`config.mk`:
```
export PLATFORM = sky130hd
export DESIGN_NAME = vslc_input_conditioner_flat
export DESIGN_NICKNAME = d
export VERILOG_FILES = /design/src/rtl/vslc_pkg.sv /design/src/rtl/vslc_input_conditioner_if.sv /design/src/rtl/vslc_debounce_ch.sv /design/src/rtl/vslc_input_conditioner.sv /design/src/flat_wrapper.sv
export SDC_FILE = /design/constraint.sdc
export NUM_CORES = 1
export LEC_CHECK = 0
export ABC_AREA = 1
export ABC_CLOCK_PERIOD_IN_PS = 5100
export BUFFER_PORTS_ARGS = -buffer_cell sky130_fd_sc_hd__buf_4
export CORE_MARGIN = 4
export CORE_UTILIZATION = 58
export DETAILED_ROUTE_END_ITERATION = 10
export PLACE_DENSITY = 0.87
export REMOVE_ABC_BUFFERS = 1
export SLEW_MARGIN = 10
export SYNTH_ARGS = -nofsm -noshare
export SYNTH_HDL_FRONTEND = slang
export SYNTH_SLANG_ARGS = --single-unit
```
`constraint.sdc`:
```
create_clock -name clk -period 5.1 [get_ports clk]
set_clock_uncertainty 0.1 [all_clocks]
set_input_delay 0.51 -clock clk [delete_from_list [all_inputs] [get_ports clk]]
set_output_delay 0.51 -clock clk [all_outputs]
set_load 0.02 [all_outputs]
```
`src/rtl/vslc_pkg.sv`:
```
// Shared constants and helpers for the VSLC input conditioner, core and board top.
package vslc_pkg;

    localparam int VSLC_N_CH         = 4;
    localparam int VSLC_PRESCALE_DEF = 12000;
    localparam int VSLC_DEBOUNCE_DEF = 5;
    localparam logic [VSLC_N_CH-1:0] VSLC_INVERT_DEF = 4'b0001;

    // What a debounce channel does with its counter in a given cycle.
    typedef enum logic [1:0] {
        DB_HOLD   = 2'd0,  // no tick: everything holds
        DB_IDLE   = 2'd1,  // tick, level matches: abort any pending change
        DB_COUNT  = 2'd2,  // tick, level differs: keep counting
        DB_COMMIT = 2'd3   // tick, level differed long enough: accept it
    } vslc_db_action_e;

    // Counter width able to hold 0..n-1 with one bit of headroom.
    function automatic int vslc_cnt_w(input int n);
        return $clog2(n) + 1;
    endfunction

endpackage

```
`src/rtl/vslc_input_conditioner_if.sv`:
```
// Bundle of pad inputs, scan strobe and conditioned outputs of the input stage.
//
// Handshake: scan_strobe is a single-cycle request with no back-pressure; the
// image, image_rise and image_fall fields are updated on the clock edge that
// samples scan_strobe high and hold until the next such edge. image_valid rises
// with the first image after reset and stays high. rise_pulse and fall_pulse
// are single-cycle qualifiers of the debounced level change seen in that cycle.
interface vslc_input_conditioner_if
    import vslc_pkg::*;
#(
    parameter int N_CH = VSLC_N_CH
);
    logic [N_CH-1:0] btn_raw;
    logic            scan_strobe;
    logic            tick;
    logic [N_CH-1:0] debounced;
    logic [N_CH-1:0] rise_pulse;
    logic [N_CH-1:0] fall_pulse;
    logic [N_CH-1:0] image;
    logic [N_CH-1:0] image_rise;
    logic [N_CH-1:0] image_fall;
    logic            image_valid;

    modport master (
        output btn_raw, scan_strobe,
        input  tick, debounced, rise_pulse, fall_pulse,
        input  image, image_rise, image_fall, image_valid
    );

    modport slave (
        input  btn_raw, scan_strobe,
        output tick, debounced, rise_pulse, fall_pulse,
        output image, image_rise, image_fall, image_valid
    );
endinterface

```
`src/rtl/vslc_debounce_ch.sv`:
```
// One input channel: 2-FF synchroniser, polarity fix, tick-based debounce and
// registered rise/fall pulses. The *_evt_o outputs flag the change that the
// coming clock edge will commit, so the top can fold it into the scan image
// in the same cycle it happens.
module vslc_debounce_ch
    import vslc_pkg::*;
#(
    parameter int   DEBOUNCE_TICKS = VSLC_DEBOUNCE_DEF,
    parameter logic INVERT         = 1'b0
) (
    input  logic clk,
    input  logic rst,
    input  logic btn_raw_i,
    input  logic tick_i,
    output logic debounced_o,
    output logic rise_o,
    output logic fall_o,
    output logic rise_evt_o,
    output logic fall_evt_o
);

    localparam int CW = vslc_cnt_w(DEBOUNCE_TICKS);
    localparam logic [CW-1:0] CNT_LAST = CW'(DEBOUNCE_TICKS - 1);

    logic            s1_q, s2_q;
    logic            pol;
    logic            deb_q, deb_d;
    logic [CW-1:0]   cnt_q, cnt_d;
    logic            rise_q, rise_d;
    logic            fall_q, fall_d;
    vslc_db_action_e action;

    assign pol = s2_q ^ INVERT;

    // Decide the debounce action for this cycle and derive next state from it.
    always_comb begin
        action = DB_HOLD;
        cnt_d  = cnt_q;
        deb_d  = deb_q;
        rise_d = 1'b0;
        fall_d = 1'b0;
        if (tick_i) begin
            if (pol == deb_q) begin
                action = DB_IDLE;
            end else if (cnt_q == CNT_LAST) begin
                action = DB_COMMIT;
            end else begin
                action = DB_COUNT;
            end
        end
        case (action)
            DB_IDLE:   cnt_d = '0;
            DB_COUNT:  cnt_d = cnt_q + CW'(1);
            DB_COMMIT: begin
                deb_d  = pol;
                cnt_d  = '0;
                rise_d = pol;
                fall_d = ~pol;
            end
            default:   ;
        endcase
    end

    // Synchroniser, debounce state and pulse registers; idle pads reset to the
    // inactive level so nothing debounces spuriously out of reset.
    always_ff @(posedge clk) begin
        if (rst) begin
            s1_q   <= INVERT;
            s2_q   <= INVERT;
            deb_q  <= 1'b0;
            cnt_q  <= '0;
            rise_q <= 1'b0;
            fall_q <= 1'b0;
        end else begin
            s1_q   <= btn_raw_i;
            s2_q   <= s1_q;
            deb_q  <= deb_d;
            cnt_q  <= cnt_d;
            rise_q <= rise_d;
            fall_q <= fall_d;
        end
    end

    assign debounced_o = deb_q;
    assign rise_o      = rise_q;
    assign fall_o      = fall_q;
    assign rise_evt_o  = rise_d;
    assign fall_evt_o  = fall_d;

endmodule

```
`src/rtl/vslc_input_conditioner.sv`:
```
// Input stage for the VSLC core: shared debounce prescaler, per-channel
// conditioning, and a PLC-style input image latched on each scan strobe with
// sticky edge capture between strobes.
module vslc_input_conditioner
    import vslc_pkg::*;
#(
    parameter int              N_CH           = VSLC_N_CH,
    parameter int              PRESCALE       = VSLC_PRESCALE_DEF,
    parameter int              DEBOUNCE_TICKS = VSLC_DEBOUNCE_DEF,
    parameter logic [N_CH-1:0] INVERT_MASK    = VSLC_INVERT_DEF
) (
    input logic                     clk,
    input logic                     rst,
    vslc_input_conditioner_if.slave bus
);

    localparam int PW = vslc_cnt_w(PRESCALE);
    localparam logic [PW-1:0] PRE_LAST = PW'(PRESCALE - 1);

    logic [PW-1:0]   pre_q, pre_d;
    logic            tick;

    logic [N_CH-1:0] deb_w, rise_w, fall_w, rise_evt, fall_evt;

    logic [N_CH-1:0] pend_r_q, pend_r_d;
    logic [N_CH-1:0] pend_f_q, pend_f_d;
    logic [N_CH-1:0] image_q, image_d;
    logic [N_CH-1:0] image_rise_q, image_rise_d;
    logic [N_CH-1:0] image_fall_q, image_fall_d;
    logic            valid_q, valid_d;

    assign tick = (pre_q == PRE_LAST);

    // Prescaler next state: free-running 0..PRESCALE-1.
    always_comb begin
        pre_d = pre_q + PW'(1);
        if (tick) begin
            pre_d = '0;
        end
    end

    // Prescaler register.
    always_ff @(posedge clk) begin
        if (rst) begin
            pre_q <= '0;
        end else begin
            pre_q <= pre_d;
        end
    end

    for (genvar g = 0; g < N_CH; g++) begin : g_ch
        vslc_debounce_ch #(
            .DEBOUNCE_TICKS (DEBOUNCE_TICKS),
            .INVERT         (INVERT_MASK[g])
        ) u_ch (
            .clk         (clk),
            .rst         (rst),
            .btn_raw_i   (bus.btn_raw[g]),
            .tick_i      (tick),
            .debounced_o (deb_w[g]),
            .rise_o      (rise_w[g]),
            .fall_o      (fall_w[g]),
            .rise_evt_o  (rise_evt[g]),
            .fall_evt_o  (fall_evt[g])
        );
    end

    // Sticky edge accumulation and image capture. An edge committed on the
    // strobe edge goes straight into the new image and is not carried over.
    always_comb begin
        pend_r_d     = pend_r_q | rise_evt;
        pend_f_d     = pend_f_q | fall_evt;
        image_d      = image_q;
        image_rise_d = image_rise_q;
        image_fall_d = image_fall_q;
        valid_d      = valid_q;
        if (bus.scan_strobe) begin
            image_d      = deb_w;
            image_rise_d = pend_r_q | rise_evt;
            image_fall_d = pend_f_q | fall_evt;
            pend_r_d     = '0;
            pend_f_d     = '0;
            valid_d      = 1'b1;
        end
    end

    // Image and sticky registers; reset discards everything pending.
    always_ff @(posedge clk) begin
        if (rst) begin
            pend_r_q     <= '0;
            pend_f_q     <= '0;
            image_q      <= '0;
            image_rise_q <= '0;
            image_fall_q <= '0;
            valid_q      <= 1'b0;
        end else begin
            pend_r_q     <= pend_r_d;
            pend_f_q     <= pend_f_d;
            image_q      <= image_d;
            image_rise_q <= image_rise_d;
            image_fall_q <= image_fall_d;
            valid_q      <= valid_d;
        end
    end

    assign bus.tick        = tick;
    assign bus.debounced   = deb_w;
    assign bus.rise_pulse  = rise_w;
    assign bus.fall_pulse  = fall_w;
    assign bus.image       = image_q;
    assign bus.image_rise  = image_rise_q;
    assign bus.image_fall  = image_fall_q;
    assign bus.image_valid = valid_q;

endmodule

```
`src/flat_wrapper.sv`:
```
// flat-port wrapper written by rule: the top's interface ports become plain ports
module vslc_input_conditioner_flat import vslc_pkg::*;
#(
    parameter int              N_CH           = VSLC_N_CH,
    parameter int              PRESCALE       = VSLC_PRESCALE_DEF,
    parameter int              DEBOUNCE_TICKS = VSLC_DEBOUNCE_DEF,
    parameter logic [N_CH-1:0] INVERT_MASK    = VSLC_INVERT_DEF
)
  (clk, rst, bus_btn_raw, bus_scan_strobe, bus_tick, bus_debounced, bus_rise_pulse, bus_fall_pulse, bus_image, bus_image_rise, bus_image_fall, bus_image_valid);
  vslc_input_conditioner_if #(.N_CH(N_CH)) bus_i ();
  input logic clk;
  input logic rst;
  input wire logic [$bits(bus_i.btn_raw)-1:0] bus_btn_raw;
  input wire logic [$bits(bus_i.scan_strobe)-1:0] bus_scan_strobe;
  output wire logic [$bits(bus_i.tick)-1:0] bus_tick;
  output wire logic [$bits(bus_i.debounced)-1:0] bus_debounced;
  output wire logic [$bits(bus_i.rise_pulse)-1:0] bus_rise_pulse;
  output wire logic [$bits(bus_i.fall_pulse)-1:0] bus_fall_pulse;
  output wire logic [$bits(bus_i.image)-1:0] bus_image;
  output wire logic [$bits(bus_i.image_rise)-1:0] bus_image_rise;
  output wire logic [$bits(bus_i.image_fall)-1:0] bus_image_fall;
  output wire logic [$bits(bus_i.image_valid)-1:0] bus_image_valid;
  assign bus_i.btn_raw = bus_btn_raw;
  assign bus_i.scan_strobe = bus_scan_strobe;
  assign bus_tick = bus_i.tick;
  assign bus_debounced = bus_i.debounced;
  assign bus_rise_pulse = bus_i.rise_pulse;
  assign bus_fall_pulse = bus_i.fall_pulse;
  assign bus_image = bus_i.image;
  assign bus_image_rise = bus_i.image_rise;
  assign bus_image_fall = bus_i.image_fall;
  assign bus_image_valid = bus_i.image_valid;
  vslc_input_conditioner #(.N_CH(N_CH), .PRESCALE(PRESCALE), .DEBOUNCE_TICKS(DEBOUNCE_TICKS), .INVERT_MASK(INVERT_MASK)) u_core (.clk(clk), .rst(rst), .bus(bus_i));
endmodule
```
# Yosys cells after proc, flatten, opt, wreduce, memory -nomap -nowiden
# Index checks and enable logic that the tools add are counted.
# op_classes
reduce_logical	10
muxes	24
div	0
n_eq_ne	21
n_shift	0
order_cmp	0
bitwise	6
n_mul	0
addsub	5
# ops
cell	n
4-bit case mux with 2 select lines	4
4-bit by 1-bit adder with 4-bit output (second input constant)	4
2-bit == test (second input constant)	8
4-bit by 3-bit == test with 1-bit output (second input constant)	4
2-bit 2-to-1 mux	8
15-bit by 1-bit adder with 15-bit output (second input constant)	1
15-bit by 14-bit == test with 1-bit output (second input constant)	1
1-bit 2-to-1 mux	12
2-bit OR reduction	6
2-bit by 1-bit == test with 1-bit output (second input constant)	4
4-bit bitwise OR	2
2-bit nonzero test	4
1-bit == test	4
1-bit inverter	4
# word_totals
mem_count	0
register_bits	72
output_inout_bits	26
ramBits	0
word_cells	97
input_bits	7
latchBits	0
mem_bits_ro	0

# Longest topological paths before layout
# depth
word_depth	7
ltp_mapped	9
ltp_nobuf	9

# Hierarchy
# A second synthesis with hierarchy kept.
# hier_totals
cells_unflattened	400
area_unflattened_um2	3110.5
# modules_own_cells
module	cells_per_inst	seq_area_each_um2	area_each_um2	n_inst
vslc_input_conditioner	191	720.7	1431.4	1
vslc_debounce_ch (u_core.g_ch[1].u_ch ...)	53	180.2	411.6	3
vslc_debounce_ch (u_core.g_ch[0].u_ch)	50	180.2	444.2	1

# Worst setup path after synthesis
# OpenSTA, ideal clock, no wires.
# synth_timing
path_type	reg2out
startpoint	register u_core.pre_q[0]
endpoint	output port bus_tick
arrival_time_ns	1.204
stages_incl_launch_ff	6
required_ns	4.490
path_buffers	0
path_slack_ns	3.286
path_cell_list	dfxtp_1 -> ha_1 -> nand3_4 -> nor2_8 -> nand2_4 -> inv_2
# synth_via
elab_chain_cells	1
# synth_lines
item	line_no	text
from (decl)	vslc_input_conditioner.sv:20	logic [PW-1:0] pre_q, pre_d;
from (signal assigned)	vslc_input_conditioner.sv:47	pre_q <= pre_d;
15-bit by 14-bit == test with 1-bit output	vslc_input_conditioner.sv:32	assign tick = (pre_q == PRE_LAST);
to (decl)	flat_wrapper.sv:15	output wire logic [$bits(bus_i.tick)-1:0] bus_tick;
# Every way passes these cells.

# Worst setup path after layout
# Same ends and word-level chain as after synthesis.

==> impl_metrics.py <==
metrics = {
    "critical_path": {
        "crit_path_max_fanout": 14,
        "worstRegToRegCells": 6,
        "r2r_slack_ns": 3.08,
        "criticalPathCategory": "flop to primary output",
        "arrival_ns": 1.89,
        "startpoint_type": "flop",
        "timing.rr.end": "u_core.pre_q[8]",
        "critical_path_required_ns": 4.49,
        "worstSetupEndpointType": "primary output",
        "r2r_start": "u_core.pre_q[0]",
    },
    "power_and_ir_drop": {
        "powerDensity_nw_per_um2": 294,
        "p_leak_nw": 1.62,
        "power.total_mw": 1.05,
        "vdd_ir_drop_max_mv": 0.279,
    },
    "routing": {
        "detail-route-antenna-nets": 0,
        "drc": 0,
        "via_per_inst": 5.28,
        "via_count": 2796,
        "post_drt_wl_per_cell_um": 12.8,
        "drt-initial-drc-count": 180,
        "drt_wl_total_um": 6790,
        "drt-pass1-iter-count": 5,
    },
    "synth": {
        "synth_cell_types": 27,
        "synth_edf_count": 0,
        "ys_seq_area_share_pct": 45.1,
        "syn_area_um2": 3190,
        "yosys.area.top_type": "dfxtp_1",
        "ys_seq_elements": 72,
        "synthCells": 432,
        "syn_area_per_cell_um2": 7.39,
        "async_reset_ff_share_pct": 0,
        "yosysTopAreaCellShare_pct": 45.1,
        "ys_warn_count": 0,
        "synth_ff_type": "dfxtp_1",
        "synth_area_leaders": "dfxtp_1 (45%), nand2_1 (12%), inv_1 (7.6%)",
    },
    "job": {
        "cap_violations": 0,
    },
    "clock_network": {
        "htree_num_levels": 3,
        "cts-root-buf": "clkbuf_8",
        "cts.clk_slew.worst_paths_ns": 0.08,
        "cts-resized-gates": 0,
        "cts_buffers": 9,
        "cts_tree": "done",
        "clkSinkCount": 72,
        "cts_setup_buffers": 0,
        "clock_latency_ns": 0.36,
        "cts.path.max_buffers": 2,
        "cts_hold_buf": 0,
    },
    "final_layout": {
        "final_common_cell": "nand2_1",
        "finish.utilization_pct": 68.7,
        "stdcell_area_um2": 3570,
        "nNetsFinal": 472,
        "final_cell_mix": "nand2_1 (102), dfxtp_1 (72), inv_1 (65)",
        "syn_to_final_growth_pct": 11.9,
        "drive_above_1_share_pct": 12.6,
        "antenna_cells": 0,
    },
    "global_route": {
        "antenna_found_initial": 0,
        "gr-total-overflow": 0,
        "grt_first_pass_wirelength_um": 11400,
        "grt_max_degree": 20,
        "grt_usage_pct": 22.1,
        "grt_pass1_vias": 2628,
    },
    "sta": {
        "finalSetupViolations": 0,
        "maxSlewViolCount": 0,
        "final_hold_viol_count": 0,
        "rsz0062_at_grt": "false",
        "fin_ws_ns": 2.60,
        "slew_headroom_pct": 43.1,
        "fin_crit_ns": 2.50,
        "fmax_ghz": 0.399,
        "period_share_pct": 49.1,
        "tightest_slew_ns": 0.850,
        "fin_tns_setup_ns": 0,
    },
    "min_path": {
        "min_path_cells": 2,
        "whs_endpoint": "u_core.g_ch[0].u_ch.s1_q",
        "hold_path_class": "input port to flop",
        "worstHoldStart": "bus_btn_raw[0]",
    },
    "floorplan": {
        "dieArea_um2": 6760,
        "rows": 26,
        "fp.dieH_um": 82.2,
        "start_util_pct": 61.3,
        "die_w_um": 82.2,
        "core_um2": 5200,
        "ios": 33,
    },
    "placed_design": {
        "dp_slack_ns": 2.98,
        "numPortBuffers": 32,
        "placed_cell_area_um2": 3380,
        "gp_congestion": 0.845,
        "hpwl_um": 4880,
    },
    "run_status": {
        "status": "finished clean",
    },
}
## worst max path at each step
stage,cells after the start,from,endpoint,slack (ns)
floorplan,5,u_core.pre_q[0],bus_tick,3.24
global placement,6,u_core.pre_q[0],bus_tick,3.05
detailed placement,6,u_core.pre_q[0],bus_tick,2.98
CTS,6,u_core.pre_q[0],bus_tick,2.60
global route,6,u_core.pre_q[0],bus_tick,2.45
finish,6,u_core.pre_q[0],bus_tick,2.60
## state kept, by name, indices dropped and copies added (netlist names)
signal                        cells
u_core.bus.image                  4
u_core.bus.image_fall             4
u_core.bus.image_rise             4
u_core.bus.image_valid            1
u_core.g_ch.u_ch.cnt_q           16
u_core.g_ch.u_ch.debounced_o      4
u_core.g_ch.u_ch.fall_o           4
u_core.g_ch.u_ch.pol              3
u_core.g_ch.u_ch.rise_o           4
u_core.g_ch.u_ch.s1_q             4
u_core.g_ch.u_ch.s2_q             1
u_core.pend_f_q                   4
u_core.pend_r_q                   4
u_core.pre_q                     15
## cell type report
cell class | count | area [µm²]
Sequential cell | 72 | 1440
Clock inverter | 5 | 57.6
Tap cell | 70 | 87.6
Fill cell | 415 | 1630
Timing Repair Buffer | 32 | 240
Multi-Input combinational cell | 274 | 1360
Inverter | 67 | 251
Clock buffer | 10 | 138
## layer usage
layer | wire, µm | vias to the layer above | GRT usage (%)
met4 | 210 | 0 | 14.1
met5 | 0 | - | 0
met3 | 360 | 19 | 5.53
met1 | 2840 | 1288 | 25.8
met2 | 3380 | 88 | 36.0
li1 | - | 1401 | -
## cells in the mapped netlist (2+ instances only)
| cell | number |
|---|---|
| a21oi_1 | 18 |
| buf_4 | 13 |
| buf_6 | 3 |
| clkbuf_1 | 3 |
| dfxtp_1 | 72 |
| ha_1 | 9 |
| inv_1 | 65 |
| nand2_1 | 102 |
| nand3_1 | 28 |
| nand4_1 | 25 |
| nor2_1 | 52 |
| nor2_2 | 2 |
| nor2_4 | 2 |
| nor3_1 | 11 |
| nor4_1 | 2 |
| o21ai_0 | 9 |
| or2_2 | 2 |
| xnor2_1 | 2 |
| xor2_1 | 4 |
## metrics by stage
| step | hold slack [ns] | cells |
|---|---|---|
| after floorplan | 0.288 | 413 |
| after global placement | 0.290 | 515 |
| after detailed placement | 0.292 | 515 |
| after CTS | 0.225 | 530 |
| after global routing | 0.223 | 530 |
| final | 0.231 | 530 |
## power breakdown
group          total, mW  switching (mW)  internal (mW)
Sequential         0.571         0.00379          0.567
Combinational     0.0297          0.0207        0.00905
Clock              0.449           0.214          0.235
Total               1.05           0.238          0.812
## worst max-delay path, cell delays in order, from the launching register on
cell     delay, ns
dfxtp_1       0.40
ha_1          0.30
nand3_4       0.17
nor2_8        0.22
nand2_4       0.15
inv_2         0.14
buf_4         0.16
## logic make-up (layout without fill, tap and decap cells)
logic type / Yosys count / after routing / share of synthesized area, %
flops: 72 / 72 / 45.1
simple gates: 231 / 231 / 33.0
fa+ha+maj: 9 / 9 / 3.53
compound gates: 28 / 28 / 4.39
xor+xnor: 6 / 6 / 1.65
buf+inv: 86 / 114 / 12.3
(Power assumes the default switching activity.)
